==> config.mk <==
export PLATFORM = sky130hd
export DESIGN_NAME = mult_div_seq
export DESIGN_NICKNAME = d
export VERILOG_FILES = /design/src/rtl/muldiv_pkg.sv /design/src/rtl/cond_negate.sv /design/src/rtl/mult_div_seq.sv
export SDC_FILE = /design/constraint.sdc
export NUM_CORES = 1
export LEC_CHECK = 0
export ABC_AREA = 1
export BUFFER_PORTS_ARGS = -buffer_cell sky130_fd_sc_hd__buf_2
export CORE_UTILIZATION = 55
export CTS_CLUSTER_SIZE = 28
export DETAILED_ROUTE_END_ITERATION = 8
export GPL_ROUTABILITY_DRIVEN = 1
export PLACE_DENSITY = 0.74
export REMOVE_ABC_BUFFERS = 1
export SYNTH_ARGS = -nofsm -noshare
export SYNTH_HDL_FRONTEND = slang
export SYNTH_HIERARCHICAL = 1
export SYNTH_SLANG_ARGS = --single-unit
==> constraint.sdc <==
create_clock -name clk -period 9.4 [get_ports clk]
set_clock_uncertainty 0.2 [all_clocks]
set_input_delay 0.94 -clock clk [delete_from_list [all_inputs] [get_ports clk]]
set_output_delay 0.94 -clock clk [all_outputs]
set_load 0.02 [all_outputs]
==> src/rtl/muldiv_pkg.sv <==
// Shared definitions for the MULT/DIV sequencer: state encoding, op codes and
// the default iteration count.
package muldiv_pkg;

    localparam int ITER = 32;

    typedef enum logic [1:0] {
        IDLE  = 2'd0,
        RUN   = 2'd1,
        FIXUP = 2'd2,
        DONE  = 2'd3
    } state_t;

    localparam logic [1:0] OP_MULT  = 2'b00;
    localparam logic [1:0] OP_DIV   = 2'b01;
    localparam logic [1:0] OP_MULTU = 2'b10;
    localparam logic [1:0] OP_DIVU  = 2'b11;

endpackage

==> src/rtl/cond_negate.sv <==
// Conditional two's-complement negation: y = neg ? -x : x.
module cond_negate
    import muldiv_pkg::*;
#(
    parameter int WIDTH = ITER
) (
    input  logic [WIDTH-1:0] x,
    input  logic             neg,
    output logic [WIDTH-1:0] y
);

    logic signed [WIDTH-1:0] x_s;

    assign x_s = x;
    assign y   = neg ? WIDTH'(-x_s) : x;

endmodule

==> src/rtl/mult_div_seq.sv <==
// Multicycle shift-add multiplier / restoring divider producing HI/LO.
// Define MULDIV_UNSIGNED_EN to honour op[1] (MULTU/DIVU); otherwise all ops are signed.
module mult_div_seq
    import muldiv_pkg::*;
#(
    parameter int DATA_W = ITER
) (
    input  logic              clk,
    input  logic              reset,
    input  logic              start,
    input  logic [1:0]        op,
    input  logic [DATA_W-1:0] a,
    input  logic [DATA_W-1:0] b,
    output logic              busy,
    output logic              done,
    output logic              div_zero,
    output logic [DATA_W-1:0] hi,
    output logic [DATA_W-1:0] lo
);

    localparam int CNT_W = $clog2(DATA_W);
    localparam logic [CNT_W-1:0] LAST = CNT_W'(DATA_W - 1);

    state_t                state, state_nx;
    logic [CNT_W-1:0]      cnt;
    logic [2*DATA_W-1:0]   acc;
    logic [DATA_W-1:0]     opnd;
    logic                  is_div, neg_res, neg_rem, dz_pend, dz_flag;

    logic                  is_unsigned, sign_a, sign_b, b_zero;
    logic signed [DATA_W-1:0] a_s, b_s;
    logic [DATA_W-1:0]     abs_a, abs_b;

`ifdef MULDIV_UNSIGNED_EN
    assign is_unsigned = op[1];
`else
    logic unused_op_hi;
    assign unused_op_hi = op[1];
    assign is_unsigned  = 1'b0;
`endif

    assign a_s    = a;
    assign b_s    = b;
    assign sign_a = ~is_unsigned & (a_s < 0);
    assign sign_b = ~is_unsigned & (b_s < 0);
    assign b_zero = (b == '0);

    cond_negate #(.WIDTH(DATA_W)) u_abs_a (.x(a), .neg(sign_a), .y(abs_a));
    cond_negate #(.WIDTH(DATA_W)) u_abs_b (.x(b), .neg(sign_b), .y(abs_b));

    // Multiply step: conditionally add the multiplicand to the upper half, shift right
    logic [DATA_W:0]     mul_sum;
    logic [2*DATA_W-1:0] mul_step;

    assign mul_sum  = {1'b0, acc[2*DATA_W-1:DATA_W]} + (acc[0] ? {1'b0, opnd} : '0);
    assign mul_step = {mul_sum, acc[DATA_W-1:1]};

    // Divide step: the shifted remainder needs one extra bit before the trial subtract
    logic [DATA_W:0]     div_r;
    logic [DATA_W+1:0]   div_diff;
    logic                div_ok;
    logic [2*DATA_W-1:0] div_step;

    assign div_r    = acc[2*DATA_W-1:DATA_W-1];
    assign div_diff = {1'b0, div_r} - {2'b00, opnd};
    assign div_ok   = ~div_diff[DATA_W+1];
    assign div_step = {div_ok ? div_diff[DATA_W-1:0] : div_r[DATA_W-1:0],
                       acc[DATA_W-2:0], div_ok};

    logic [2*DATA_W-1:0] prod_fix;
    logic [DATA_W-1:0]   quot_fix, rem_fix;

    cond_negate #(.WIDTH(2*DATA_W)) u_fix_prod (.x(acc), .neg(neg_res), .y(prod_fix));
    cond_negate #(.WIDTH(DATA_W)) u_fix_quot (.x(acc[DATA_W-1:0]), .neg(neg_res), .y(quot_fix));
    cond_negate #(.WIDTH(DATA_W)) u_fix_rem (.x(acc[2*DATA_W-1:DATA_W]), .neg(neg_rem), .y(rem_fix));

    always_ff @(posedge clk or posedge reset) begin
        if (reset) state <= IDLE;
        else       state <= state_nx;
    end

    always_comb begin
        state_nx = state;
        case (state)
            IDLE:    if (start) state_nx = (op[0] && b_zero) ? DONE : RUN;
            RUN:     if (cnt == LAST) state_nx = FIXUP;
            FIXUP:   state_nx = DONE;
            DONE:    state_nx = dz_pend ? DONE : IDLE;
            default: state_nx = IDLE;
        endcase
    end

    // A divide by zero spends one busy cycle in DONE (dz_pend) before presenting done
    always_comb begin
        busy     = (state == RUN) || (state == FIXUP) || ((state == DONE) && dz_pend);
        done     = (state == DONE) && !dz_pend;
        div_zero = dz_flag;
    end

    always_ff @(posedge clk or posedge reset) begin
        if (reset) begin
            cnt     <= '0;
            acc     <= '0;
            opnd    <= '0;
            is_div  <= 1'b0;
            neg_res <= 1'b0;
            neg_rem <= 1'b0;
            dz_pend <= 1'b0;
            dz_flag <= 1'b0;
            hi      <= '0;
            lo      <= '0;
        end else begin
            case (state)
                IDLE: begin
                    if (start) begin
                        cnt     <= '0;
                        is_div  <= op[0];
                        neg_res <= sign_a ^ sign_b;
                        neg_rem <= sign_a;
                        dz_pend <= op[0] & b_zero;
                        if (op[0]) begin
                            acc  <= {{DATA_W{1'b0}}, abs_a};
                            opnd <= abs_b;
                        end else begin
                            acc  <= {{DATA_W{1'b0}}, abs_b};
                            opnd <= abs_a;
                        end
                    end
                end
                RUN: begin
                    acc <= is_div ? div_step : mul_step;
                    cnt <= cnt + 1'b1;
                end
                FIXUP: begin
                    hi <= is_div ? rem_fix  : prod_fix[2*DATA_W-1:DATA_W];
                    lo <= is_div ? quot_fix : prod_fix[DATA_W-1:0];
                end
                DONE: begin
                    if (dz_pend) begin
                        dz_pend <= 1'b0;
                        dz_flag <= 1'b1;
                    end else begin
                        dz_flag <= 1'b0;
                    end
                end
                default: ;
            endcase
        end
    end

endmodule

==> metrics.yaml <==
die:
  die_height_um: 194
  placementRows: 69
  starting_density: 0.563
  dieWidth_um: 194
  design.die.area_um2: 37500
  core_area_um2: 35900
  floorplan.io_pins: 136
yosys:
  synth_adder_area_share: 0.0484
  seq_cells_post_synth: 172
  synth-compound-area-share: 0.157
  synth.yosys.warnings: 6
  combinational_family_with_the_most_area_after_synthesis: "simple AND/OR/NAND/NOR gates"
  synth_most_common_cell: "nand2_1"
  synth_cells: 3530
  synth-simple-area-share: 0.425
  netlist.area_leader.share: 0.216
  synth_sequential_area_ratio: 0.213
  post-synth-top-area-cell: "nand2_1"
  synthFlopType: "dfrtp_1"
  synth_area_leaders: "nand2_1 22%, dfrtp_1 21%, nor2_1 8.9%"
  post_synth_most_frequent_cells: "1163 x nand2_1, 480 x nor2_1, 425 x inv_1"
  share_of_synthesized_area_spent_on_multiplexers: 0
  synthArstFlopShare: 1.00
  per_instance_average_area_after_synthesis_um2: 5.73
  synth-edff-count: 0
  yosys.area_share.xor_xnor: 0.0476
  syn-cell-area_um2: 20200
  synth.distinct_cells: 54
routing:
  vias: 23317
  routed_wl_um: 72500
  avgRoutedWirePerCell_um: 17.9
  routed_antenna_nets: 0
  firstDrtPassIters: 6
  drt-initial-drc-count: 2461
  viasPerCell: 5.75
  drt_drc_violations_left: 0
clock_network:
  cts_htree_levels: 4
  clkLatencyLatePin_ns: 0.48
  clockBufferDepth: 2
  clk_root_buffer_cell: "clkbuf_16"
  count_of_buffers_added_by_post_cts_timing_repair_for_setup: 0
  clk_transition_reported_paths_ns: 0.09
  clock_sink_count: 172
  cts_tree: "yes"
  cts_made_buffers: 17
  ctsResizeCount: 0
  holdBufCountCts: 0
timing:
  fin_tns_setup_ns: 0
  max_slew_headroom_at_the_worst_pin: 0.197
  worstMarginPinSlew_ns: 1.20
  setup_viol: 0
  fmax_ghz: 0.270
  timing.final.crit_period_ns: 3.71
  final.period_utilization: 0.395
  postLayoutSetupSlackWorst_ns: 5.69
  holdWs_ns: 0.277
  setup_repair_after_global_routing_missed_its_margin: "false"
  report.final.hold_viol_count: 0
  drv_slew: 0
placement:
  dp_slack_ns: 5.84
  placed_cells_incl_taps: 4026
  dpl.hpwl_um: 55400
  gp_congestion: 0.999
  portBuffers: 134
grt:
  global_route.overflow_total: 0
  globalRouteTotalUtil: 0.378
  grt_antenna_before_repair: 0
  global_route_wire_length_before_repair_um: 112000
  grt_max_degree: 80
  first_global_vias: 20853
setup_path:
  required_time_at_the_endpoint_of_the_critical_path_ns: 9.58
  worst_path_largest_cell_delay_ns: 0.57
  worst-setup-path-type: "reg -> reg"
  worst-path-max-fanout: 32
  crit_path_top_delay_cell: "dfrtp_1"
  cp_data_arrival_time_ns: 3.89
  cpMostUsedCell: "nand2_1"
  type_of_element_launching_the_critical_path: "flip-flop"
  cell_by_cell_listing_of_the_critical_path: "buf_4 -> nand2_1 -> inv_1 -> ha_1 -> inv_1 -> fa_1 -> o21ai_0 -> nand2_1 -> nand2_1 -> nand2_1 -> nand2_1 -> nand2_1 -> nand3_1 -> nand2_1 -> inv_1 -> o21ai_1 -> o21ai_1"
  end_kind: "flip-flop"
pwr:
  power-per-cell-area_nw_per_um2: 379
  irDropWorstVdd_mv: 0.324
  power.static_leakage_nw: 11.4
status:
  outcome: "completed"
run:
  max_cap_violation_count: 0
cells_and_area:
  area.growth.synth_to_final_pct: 6.99
  nFillCells: 3627
  diode_insertion_count_for_antenna_repair: 0
  post_layout_nonfiller_instances: 4058
  layout_cell_share_with_drive_strength_beyond_1: 0.0856
  area_occupied_by_multi_input_gates_um2: 13700
  regArea_um2: 4310
  finalNetCount: 3730
worst_hold_path:
  class_of_the_most_critical_hold_timing_path: "reg -> reg"
power by group:
| group | total [mW] | internal, mW | switching [mW] |
|---|---|---|---|
| Clock | 0.765 | 0.387 | 0.379 |
| Combinational | 5.63 | 1.83 | 3.80 |
| Sequential | 1.81 | 1.09 | 0.721 |
layout by cell type (no fill, tap or decap), types with 4 or more instances in the layout:
cell,count
a21oi_1,169
a31oi_1,4
and2_1,5
buf_2,134
buf_4,16
clkbuf_16,17
dfrtp_1,170
ha_1,75
inv_1,422
inv_2,10
inv_6,4
inv_8,5
nand2_1,1163
nand2_2,22
nand2_4,5
nand3_1,216
nand3_2,5
nand3b_1,22
nand4_1,33
nor2_1,480
nor2_2,27
nor2_4,24
nor3_1,14
nor4_1,6
o211ai_1,4
o21ai_0,334
o21ai_1,18
o21ai_2,8
o21ai_4,4
o21bai_1,9
o22ai_1,5
o31ai_1,19
xnor2_1,62
xor2_1,48
cell type report:
class	count	area share
clock buffer	17	0.0197
clock inverter	15	0.00885
inverter	435	0.0758
multi-input combinational	2808	0.633
sequential	172	0.199
tap	461	0.0267
timing repair buffer	150	0.0365
critical path: cells and delay by family (launching register included):
| family | cells | cell delay [ns] |
|---|---|---|
| simple gates | 8 | 0.83 |
| fa+ha+maj | 2 | 0.69 |
| buf+inv | 4 | 0.68 |
| compound gates | 3 | 0.64 |
| flops | 1 | 0.57 |
logic make-up after synthesis:
logic type                 count (synthesis)
adders and majority gates                 77
DFF                                      172
xor gates and xnor gates                 110
and+or+nand+nor                         2033
AOI/OAI and AO/OA                        588
buffers and inverters                    550
registers in the layout, summed over array words and instances (netlist names):
name,count
is_div,1
state,2
dz_pend,1
neg_res,1
cnt,5
div_zero,1
lo,32
neg_rem,1
acc,64
opnd,32
hi,32
metal layers:
layer	track usage	wire, um	vias up
met3	0.0651	6390	195
met4	0.167	3210	0
met5	0	0	-
li1	-	-	11308
met1	0.496	30500	10701
met2	0.608	32500	1113
per-stage QoR:
stage	util	instance area [um2]	total power, mW
2_1_floorplan	-	19600	5.60
3_3_place_gp	0.585	21000	7.15
3_5_place_dp	0.585	21000	7.28
4_1_cts	0.602	21600	8.07
5_1_grt	0.602	21600	8.88
6_report	0.602	21600	8.20
path summary, 6_finish.rpt:
kind                       startpoint  slack, ns       to  cells past startpoint
min reg2reg                     hi[1]       0.28    hi[1]                      2
max reg2reg                    acc[0]       5.69  acc[45]                     17
min                             hi[1]       0.28    hi[1]                      2
min in group asynchronous       reset       0.30    lo[2]                      2
max in group asynchronous       reset       6.72  acc[51]                      4
max                            acc[0]       5.69  acc[45]                     17
Power figures use the tool's default switching activity.
